===== src/rtl/effects_pkg.sv =====
// Shared definitions for the effects chain: mode encodings, gate states and the
// clamp helper used for both full-scale saturation and hard clipping.
package effects_pkg;

    localparam logic [1:0] MODE_BYPASS = 2'd0;
    localparam logic [1:0] MODE_GAIN   = 2'd1;
    localparam logic [1:0] MODE_CLIP   = 2'd2;
    localparam logic [1:0] MODE_GATE   = 2'd3;

    // Unity gain for the default 12 fractional gain bits.
    localparam int UNITY_GAIN = 4096;

    typedef enum logic [1:0] {
        GATE_CLOSED = 2'd0,
        GATE_OPEN   = 2'd1,
        GATE_HOLD   = 2'd2
    } gate_state_t;

    function automatic logic signed [63:0] clamp(
        input logic signed [63:0] v,
        input logic signed [63:0] lo,
        input logic signed [63:0] hi
    );
        logic signed [63:0] r;
        r = v;
        if (v < lo) begin
            r = lo;
        end else if (v > hi) begin
            r = hi;
        end
        return r;
    endfunction

endpackage


===== src/rtl/effects_chain_noise_gate.sv =====
// Noise gate FSM (CLOSED/OPEN/HOLD); judges the sample entering the output stage
// and steps only when that stage actually loads a valid sample.
module noise_gate
    import effects_pkg::*;
#(
    parameter int SAMPLE_W = 16,
    parameter int HOLD_W   = 16
) (
    input  logic                       clk,
    input  logic                       rst,
    input  logic                       advance_i,
    input  logic                       valid_i,
    input  logic                       enable_i,
    input  logic signed [SAMPLE_W-1:0] sample_i,
    input  logic        [SAMPLE_W-2:0] thresh_i,
    input  logic        [HOLD_W-1:0]   hold_i,
    output logic                       pass_o
);

    gate_state_t         state_q, state_d, eval_state;
    logic [HOLD_W-1:0]   cnt_q, cnt_d, eval_cnt;
    logic [SAMPLE_W-1:0] mag;
    logic                loud;

    always_ff @(posedge clk) begin
        if (rst) begin
            state_q <= GATE_CLOSED;
            cnt_q   <= '0;
        end else begin
            state_q <= state_d;
            cnt_q   <= cnt_d;
        end
    end

    always_comb begin
        // Unsigned magnitude keeps 2^(SAMPLE_W-1) representable for the most-negative input.
        mag        = sample_i[SAMPLE_W-1] ? $unsigned(-sample_i) : $unsigned(sample_i);
        loud       = mag >= {1'b0, thresh_i};
        eval_state = state_q;
        eval_cnt   = cnt_q;
        if (!enable_i) begin
            eval_state = GATE_CLOSED;
            eval_cnt   = '0;
        end else begin
            case (state_q)
                GATE_CLOSED: begin
                    if (loud) eval_state = GATE_OPEN;
                end
                GATE_OPEN: begin
                    if (!loud) begin
                        eval_state = GATE_HOLD;
                        eval_cnt   = hold_i;
                    end
                end
                GATE_HOLD: begin
                    if (loud) begin
                        eval_state = GATE_OPEN;
                    end else if (cnt_q == '0) begin
                        eval_state = GATE_CLOSED;
                    end else begin
                        eval_cnt = cnt_q - HOLD_W'(1);
                    end
                end
                default: begin
                    eval_state = GATE_CLOSED;
                    eval_cnt   = '0;
                end
            endcase
        end
        state_d = (advance_i && valid_i) ? eval_state : state_q;
        cnt_d   = (advance_i && valid_i) ? eval_cnt   : cnt_q;
    end

    // A sample passes whenever the state it lands in is not CLOSED.
    always_comb begin
        pass_o = !enable_i || (eval_state != GATE_CLOSED);
    end

endmodule


===== src/rtl/effects_chain.sv =====
// Four-stage audio effects pipeline: capture, multiply, scale/saturate/clip, gate.
// All stages stall together when the output is full and not being accepted.
module effects_chain
    import effects_pkg::*;
#(
    parameter int SAMPLE_W  = 16,
    parameter int GAIN_W    = 16,
    parameter int FRAC_BITS = 12,
    parameter int HOLD_W    = 16
) (
    input  logic                       clk,
    input  logic                       rst,
    input  logic                       in_valid,
    output logic                       in_ready,
    input  logic signed [SAMPLE_W-1:0] in_sample,
    input  logic        [GAIN_W-1:0]   gain,
    input  logic        [SAMPLE_W-2:0] clip_level,
    input  logic        [SAMPLE_W-2:0] gate_thresh,
    input  logic        [HOLD_W-1:0]   gate_hold,
    input  logic        [1:0]          mode,
    output logic                       out_valid,
    input  logic                       out_ready,
    output logic signed [SAMPLE_W-1:0] out_sample
);

    localparam int PROD_W = SAMPLE_W + GAIN_W + 1;
    localparam logic signed [63:0] SAT_HI = (64'sd1 <<< (SAMPLE_W - 1)) - 64'sd1;
    localparam logic signed [63:0] SAT_LO = -(64'sd1 <<< (SAMPLE_W - 1));

    logic                       advance;
    logic                       gate_pass;

    logic                       s0_valid_q;
    logic signed [SAMPLE_W-1:0] s0_sample_q;
    logic        [GAIN_W-1:0]   s0_gain_q;
    logic        [SAMPLE_W-2:0] s0_clip_q, s0_thresh_q;
    logic        [HOLD_W-1:0]   s0_hold_q;
    logic        [1:0]          s0_mode_q;

    logic                       s1_valid_q;
    logic signed [PROD_W-1:0]   s1_prod_q, s1_prod_d;
    logic signed [SAMPLE_W-1:0] s1_sample_q;
    logic        [SAMPLE_W-2:0] s1_clip_q, s1_thresh_q;
    logic        [HOLD_W-1:0]   s1_hold_q;
    logic        [1:0]          s1_mode_q;

    logic                       s2_valid_q;
    logic signed [SAMPLE_W-1:0] s2_x_q, s2_x_d;
    logic        [SAMPLE_W-2:0] s2_thresh_q;
    logic        [HOLD_W-1:0]   s2_hold_q;
    logic        [1:0]          s2_mode_q;

    logic                       out_valid_q;
    logic signed [SAMPLE_W-1:0] out_sample_q;

    logic signed [PROD_W-1:0]   shifted;
    logic signed [63:0]         scaled, saturated, clipped, clip_mag;

    assign advance  = out_ready || !out_valid_q;
    assign in_ready = rst || advance;

    always_comb begin
        s1_prod_d = PROD_W'(s0_sample_q) * PROD_W'($signed({1'b0, s0_gain_q}));
    end

    always_comb begin
        shifted   = s1_prod_q >>> FRAC_BITS;
        scaled    = 64'(shifted);
        saturated = clamp(scaled, SAT_LO, SAT_HI);
        clip_mag  = 64'(s1_clip_q);
        clipped   = (s1_mode_q >= MODE_CLIP) ? clamp(saturated, -clip_mag, clip_mag) : saturated;
        s2_x_d    = (s1_mode_q == MODE_BYPASS) ? s1_sample_q : SAMPLE_W'(clipped);
    end

    always_ff @(posedge clk) begin
        if (rst) begin
            s0_valid_q   <= 1'b0;
            s0_sample_q  <= '0;
            s0_gain_q    <= GAIN_W'(UNITY_GAIN);
            s0_clip_q    <= '0;
            s0_thresh_q  <= '0;
            s0_hold_q    <= '0;
            s0_mode_q    <= MODE_BYPASS;
            s1_valid_q   <= 1'b0;
            s1_prod_q    <= '0;
            s1_sample_q  <= '0;
            s1_clip_q    <= '0;
            s1_thresh_q  <= '0;
            s1_hold_q    <= '0;
            s1_mode_q    <= MODE_BYPASS;
            s2_valid_q   <= 1'b0;
            s2_x_q       <= '0;
            s2_thresh_q  <= '0;
            s2_hold_q    <= '0;
            s2_mode_q    <= MODE_BYPASS;
            out_valid_q  <= 1'b0;
            out_sample_q <= '0;
        end else if (advance) begin
            s0_valid_q   <= in_valid;
            s0_sample_q  <= in_sample;
            s0_gain_q    <= gain;
            s0_clip_q    <= clip_level;
            s0_thresh_q  <= gate_thresh;
            s0_hold_q    <= gate_hold;
            s0_mode_q    <= mode;
            s1_valid_q   <= s0_valid_q;
            s1_prod_q    <= s1_prod_d;
            s1_sample_q  <= s0_sample_q;
            s1_clip_q    <= s0_clip_q;
            s1_thresh_q  <= s0_thresh_q;
            s1_hold_q    <= s0_hold_q;
            s1_mode_q    <= s0_mode_q;
            s2_valid_q   <= s1_valid_q;
            s2_x_q       <= s2_x_d;
            s2_thresh_q  <= s1_thresh_q;
            s2_hold_q    <= s1_hold_q;
            s2_mode_q    <= s1_mode_q;
            out_valid_q  <= s2_valid_q;
            out_sample_q <= gate_pass ? s2_x_q : '0;
        end
    end

    noise_gate #(
        .SAMPLE_W (SAMPLE_W),
        .HOLD_W   (HOLD_W)
    ) u_gate (
        .clk       (clk),
        .rst       (rst),
        .advance_i (advance),
        .valid_i   (s2_valid_q),
        .enable_i  (s2_mode_q == MODE_GATE),
        .sample_i  (s2_x_q),
        .thresh_i  (s2_thresh_q),
        .hold_i    (s2_hold_q),
        .pass_o    (gate_pass)
    );

    assign out_valid  = out_valid_q;
    assign out_sample = out_sample_q;

endmodule


===== config.mk =====
export PLATFORM = sky130hd
export DESIGN_NAME = effects_chain
export DESIGN_NICKNAME = d
export VERILOG_FILES = /design/src/rtl/effects_pkg.sv /design/src/rtl/effects_chain_noise_gate.sv /design/src/rtl/effects_chain.sv
export SDC_FILE = /design/constraint.sdc
export NUM_CORES = 1
export LEC_CHECK = 0
export ABC_CLOCK_PERIOD_IN_PS = 7500
export BUFFER_PORTS_ARGS = -buffer_cell sky130_fd_sc_hd__buf_2
export CAP_MARGIN = 15
export CORE_MARGIN = 2
export CORE_UTILIZATION = 25
export DETAILED_ROUTE_END_ITERATION = 8
export PLACE_DENSITY = 0.45
export SYNTH_ARGS = -nofsm -noshare
export SYNTH_HDL_FRONTEND = slang
export SYNTH_HIERARCHICAL = 1
export SYNTH_SLANG_ARGS = --single-unit

===== constraint.sdc =====
create_clock -name clk -period 7.5 [get_ports clk]
set_input_delay 0.375 -clock clk [delete_from_list [all_inputs] [get_ports clk]]
set_output_delay 0.375 -clock clk [all_outputs]
set_load 0.03 [all_outputs]

==> out/results.env <==
DRT-INITIAL-DRC-COUNT=1026
PSW_uW=1710
YS_FF_LATCH=252
FINAL-INSTANCE-COUNT-EXCL-FILL=3597
PERIOD_MINUS_SLACK_NS=6.80
MAX_CAP_VIOL_COUNT=0
SEQ_AREA_FRAC_SYNTH=0.246
WIRE_PER_INST_UM=16.2
GRT_PASS1_WL_UM=95000
COUNT_OF_TRITONROUTE_ITERATIONS_IN_THE_FIRST_ROUTING_PASS=5
SYNTH_LARGEST_AREA_CELL='sky130_fd_sc_hd__dfxtp_1'
PLACEDCELLCOUNT=3538
HOLD_WS_NS=0.0274
GRT.TOTAL_USAGE=0.138
SYNTH.TOP_CELLS.BY_AREA='sky130_fd_sc_hd__dfxtp_1 25%, sky130_fd_sc_hd__fa_1 19%, sky130_fd_sc_hd__ha_1 12%, sky130_fd_sc_hd__nand2_1 10%, sky130_fd_sc_hd__a21oi_1 5.7%'
NUM_ROWS=105
SYNTH-COMPOUND-AREA-SHARE=0.140
CRITPATHKIND='reg2reg'
FINAL_AREA_UM2=23100
CLKTRANSATPATHREGS_NS=0.06
MIN-DELAY-PATH-CLASS='in2reg'
FINALCRITPERIODSHARE=0.907
GRT_START_MAX_NET_PINS=190
DIEAREA_UM2=84300
LAYOUT.NETS=2972
SYNTH_TOP_FAMILY_BY_AREA='adder cells'
TOTALWIRELENGTH_UM=58200
FINALCLOCKSKEW_NS=0.0142
CTS.REPAIR_TIMING.SETUP_BUFFER_COUNT=0
SYNTH.CELL_AREA_UM2=20500
WORST_EP_REQUIRED_TIME_NS=7.98
RSZ0062_AT_GRT='no'
POST_SYNTH_ADDER_CELL_AREA=0.304
PLACE.GP.CONGESTION=0.812
POWER.INTERNAL_uW=3050
CTS-HTREE-LEVELS=1
NETLIST_TOP_CELLS_COUNT='560 x sky130_fd_sc_hd__nand2_1, 276 x sky130_fd_sc_hd__inv_1, 252 x sky130_fd_sc_hd__dfxtp_1'
TIMING.FMAX_GHz=0.147
RUN_STATUS='complete, no violations'
AREA_GROWTH_SYN_TO_LAYOUT_PCT=12.5
FILLER_CELL_COUNT=8871
SYNTH_AREA_IN_XOR_XNOR=0.0214
CTS_TREE='done'
CRIT_PATH_MAX_FANOUT=17
SHARE_OF_FLIP_FLOPS_WITH_AN_ASYNCHRONOUS_SET_OR_RESET=0
POWER.STATIC_LEAKAGE_uW=0.0103
VIA_PER_INST=4.53
WORST-SLEW-PIN-TRANSITION_NS=1.06
HOLD_VIOL=0
SYNTHMOSTINSTANTIATEDCELL='sky130_fd_sc_hd__nand2_1'
CP_DATA_ARRIVAL_TIME_NS=7.28
POWER_DENSITY_nW_PER_UM2=206
DIE_WIDTH_UM=290
INITIAL_CORE_UTIL=0.251
POSTPLACECELLAREA_UM2=22000
IOS=102
SYNTH_TOP_AREA_FRAC=0.246
FINAL-SETUP-VIOL-COUNT=0
SYNTHESIS.YOSYS.WARNINGS=6
SYNTH_NETS=2955
POST_SYNTH.CELL_AREA_AVG_UM2=8.24
POWER.SHARE.COMBINATIONAL=0.348
SYNTH_ENABLE_FLOP_CELLS=0
CTS-BUFFERS-INSERTED=29
SYNTH.DISTINCT_CELLS=76
YOSYS_MOST_USED_DFF='sky130_fd_sc_hd__dfxtp_1'
DRT.ANTENNA.VIOLATING_NETS=0
DIE-HEIGHT_UM=290
SYNTHCELLS=2488
POST_ROUTE_CELLS_DRIVE_ABOVE_1_SHARE=0.0776
ROUTE.VIAS.TOTAL=16300
CRITPATHCAPTURETYPE='register'
FP.COREAREA_UM2=81600
ANTENNA_FOUND_INITIAL=1
NORMALIZED_MAX_SLEW_MARGIN=0.286
SYNTHSIMPLEGATEAREAFRAC=0.197
SEQUENTIALPOWERSHARE=0.329
POST-ROUTE-DRC-COUNT=0
CLOCKROOTBUFFER='sky130_fd_sc_hd__clkbuf_16'
POWER.IR.VDD_WORST_uV=172
CTS-ROOT-TO-SINK-BUFFERS=3
PLACE_HPWL_UM=43000
FINAL-MAX-SLEW-VIOLATION-COUNT=0
CRITICAL_PATH.STARTPOINT_TYPE='register'
VIA_COUNT_OF_THE_FIRST_GLOBAL_ROUTING_PASS=16500
CLKPWRFRAC=0.322
GLOBAL_ROUTE.OVERFLOW_TOTAL=0
PORTBUFFERS=101
WORSTSKEWPAIRLATENCY_NS=0.59
CLOCK_SINK_COUNT=252
SYNTHMUXAREASHARE=0.0123
SWITCHING_SHARE=0.359
SETUP_TNS_NS=0
[path summary, 6_finish.rpt]
kind / from / end / slack, ns / depth (start not counted)
worst max-delay path: s0_gain_q[5] / s1_prod_q[26] / 0.70 / 20
worst min-delay path: clip_level[8] / s0_clip_q[8] / 0.03 / 3
worst min register to register: s2_mode_q[1] / s2_mode_q[1] / 0.45 / 2
worst max register to register: s0_gain_q[5] / s1_prod_q[26] / 0.70 / 20
[power by group through the flow]
stage | sequential, uW | combinational [uW] | clock [uW]
finish | 1570 | 1660 | 1530
global route | 1580 | 1920 | 1630
CTS | 1570 | 1680 | 1580
detailed placement | 1590 | 1660 | 0
global placement | 1590 | 1670 | 0
floorplan | 1530 | 1240 | 0
[cells by family after synthesis]
logic type / count (synthesis)
AOI/OAI and AO/OA: 460
and+or+nand+nor: 896
DFF: 252
adders and majority gates: 383
buffers and inverters: 422
muxes: 25
xor gates and xnor gates: 50
[worst max-delay path: stages (launching register included)]
cell and delay [ns]:
sky130_fd_sc_hd__dfxtp_1 0.77, sky130_fd_sc_hd__nand2_1 0.17, sky130_fd_sc_hd__fa_1 0.57, sky130_fd_sc_hd__inv_1 0.06, sky130_fd_sc_hd__fa_1 0.49, sky130_fd_sc_hd__inv_1 0.04, sky130_fd_sc_hd__fa_1 0.48, sky130_fd_sc_hd__inv_1 0.06
sky130_fd_sc_hd__fa_1 0.54, sky130_fd_sc_hd__fa_1 0.56, sky130_fd_sc_hd__inv_1 0.06, sky130_fd_sc_hd__fa_1 0.53, sky130_fd_sc_hd__inv_1 0.04, sky130_fd_sc_hd__ha_1 0.35, sky130_fd_sc_hd__a2111oi_0 0.59, sky130_fd_sc_hd__o211a_1 0.36
sky130_fd_sc_hd__o21ai_4 0.12, sky130_fd_sc_hd__o21a_1 0.20, sky130_fd_sc_hd__o21ai_0 0.30, sky130_fd_sc_hd__nand3_1 0.12, sky130_fd_sc_hd__a32o_1 0.25
[state kept, by name, indices dropped and copies added, names as in the netlist, 2 cells and up]
register	cells
s2_mode_q	2
s2_x_q	16
out_sample	16
s2_hold_q	16
u_gate/state_q	2
s1_prod_q	21
s1_sample_q	16
s0_hold_q	16
s2_thresh_q	15
s1_clip_q	15
s1_thresh_q	15
u_gate/cnt_q	16
s1_mode_q	2
s0_sample_q	16
s0_gain_q	16
s0_thresh_q	15
s1_hold_q	16
s0_mode_q	2
s0_clip_q	15
[through the flow]
stage,util,setup WS (ns),total power [uW]
detailed placement,0.269,0.771,3250
CTS,0.283,0.713,4820
global route,0.283,0.315,5130
floorplan,-,1.24,2780
finish,0.283,0.698,4760
global placement,0.269,0.811,3270
[cell usage in the layout (no fill, tap or decap), types with 8 or more instances in the layout]
cell and instances:
sky130_fd_sc_hd__a211oi_1 13, sky130_fd_sc_hd__o21ai_0 47, sky130_fd_sc_hd__nand2b_1 16, sky130_fd_sc_hd__ha_1 190
sky130_fd_sc_hd__a22oi_1 25, sky130_fd_sc_hd__o31ai_1 8, sky130_fd_sc_hd__a21o_1 20, sky130_fd_sc_hd__buf_2 100
sky130_fd_sc_hd__xnor2_1 34, sky130_fd_sc_hd__or3_1 11, sky130_fd_sc_hd__and2_1 117, sky130_fd_sc_hd__fa_1 193
sky130_fd_sc_hd__a31oi_1 8, sky130_fd_sc_hd__nor2_1 71, sky130_fd_sc_hd__buf_4 23, sky130_fd_sc_hd__nand2_1 560
sky130_fd_sc_hd__nor2b_1 8, sky130_fd_sc_hd__o21a_1 19, sky130_fd_sc_hd__clkbuf_16 29, sky130_fd_sc_hd__nor3_1 22
sky130_fd_sc_hd__inv_1 276, sky130_fd_sc_hd__mux2i_1 23, sky130_fd_sc_hd__a22o_1 22, sky130_fd_sc_hd__a21oi_1 232
sky130_fd_sc_hd__nand4_1 12, sky130_fd_sc_hd__and3_1 19, sky130_fd_sc_hd__o21ai_1 10, sky130_fd_sc_hd__xor2_1 16
sky130_fd_sc_hd__nand3_1 29, sky130_fd_sc_hd__dfxtp_1 252
[layer usage]
layer,GRT usage,vias to the layer above,routed length (um),part of all wire
met2,0.206,285,24300,0.42
met1,0.214,7832,30500,0.52
met3,0.0185,49,2530,0.043
met5,0,-,0,0
li1,-,8143,-,-
met4,0.0227,0,942,0.016
[area by class of cell]
class | instances | area (um^2) | share of cell area
multi-input combinational | 1814 | 13900 | 0.601
sequential | 252 | 5040 | 0.219
tap | 1070 | 1340 | 0.0581
inverter | 278 | 1050 | 0.0455
clock buffer | 42 | 845 | 0.0366
timing repair buffer | 130 | 754 | 0.0327
clock inverter | 10 | 174 | 0.00754
antenna | 1 | 2.50 | 0.000109
[what timing repair did]
action | in CTS | in global routing
hold endpoints to repair | 5 | 0
hold buffers | 5 | 0
gates resized for setup | 0 | 0
No activity file was read; power rests on OpenSTA's default activity.
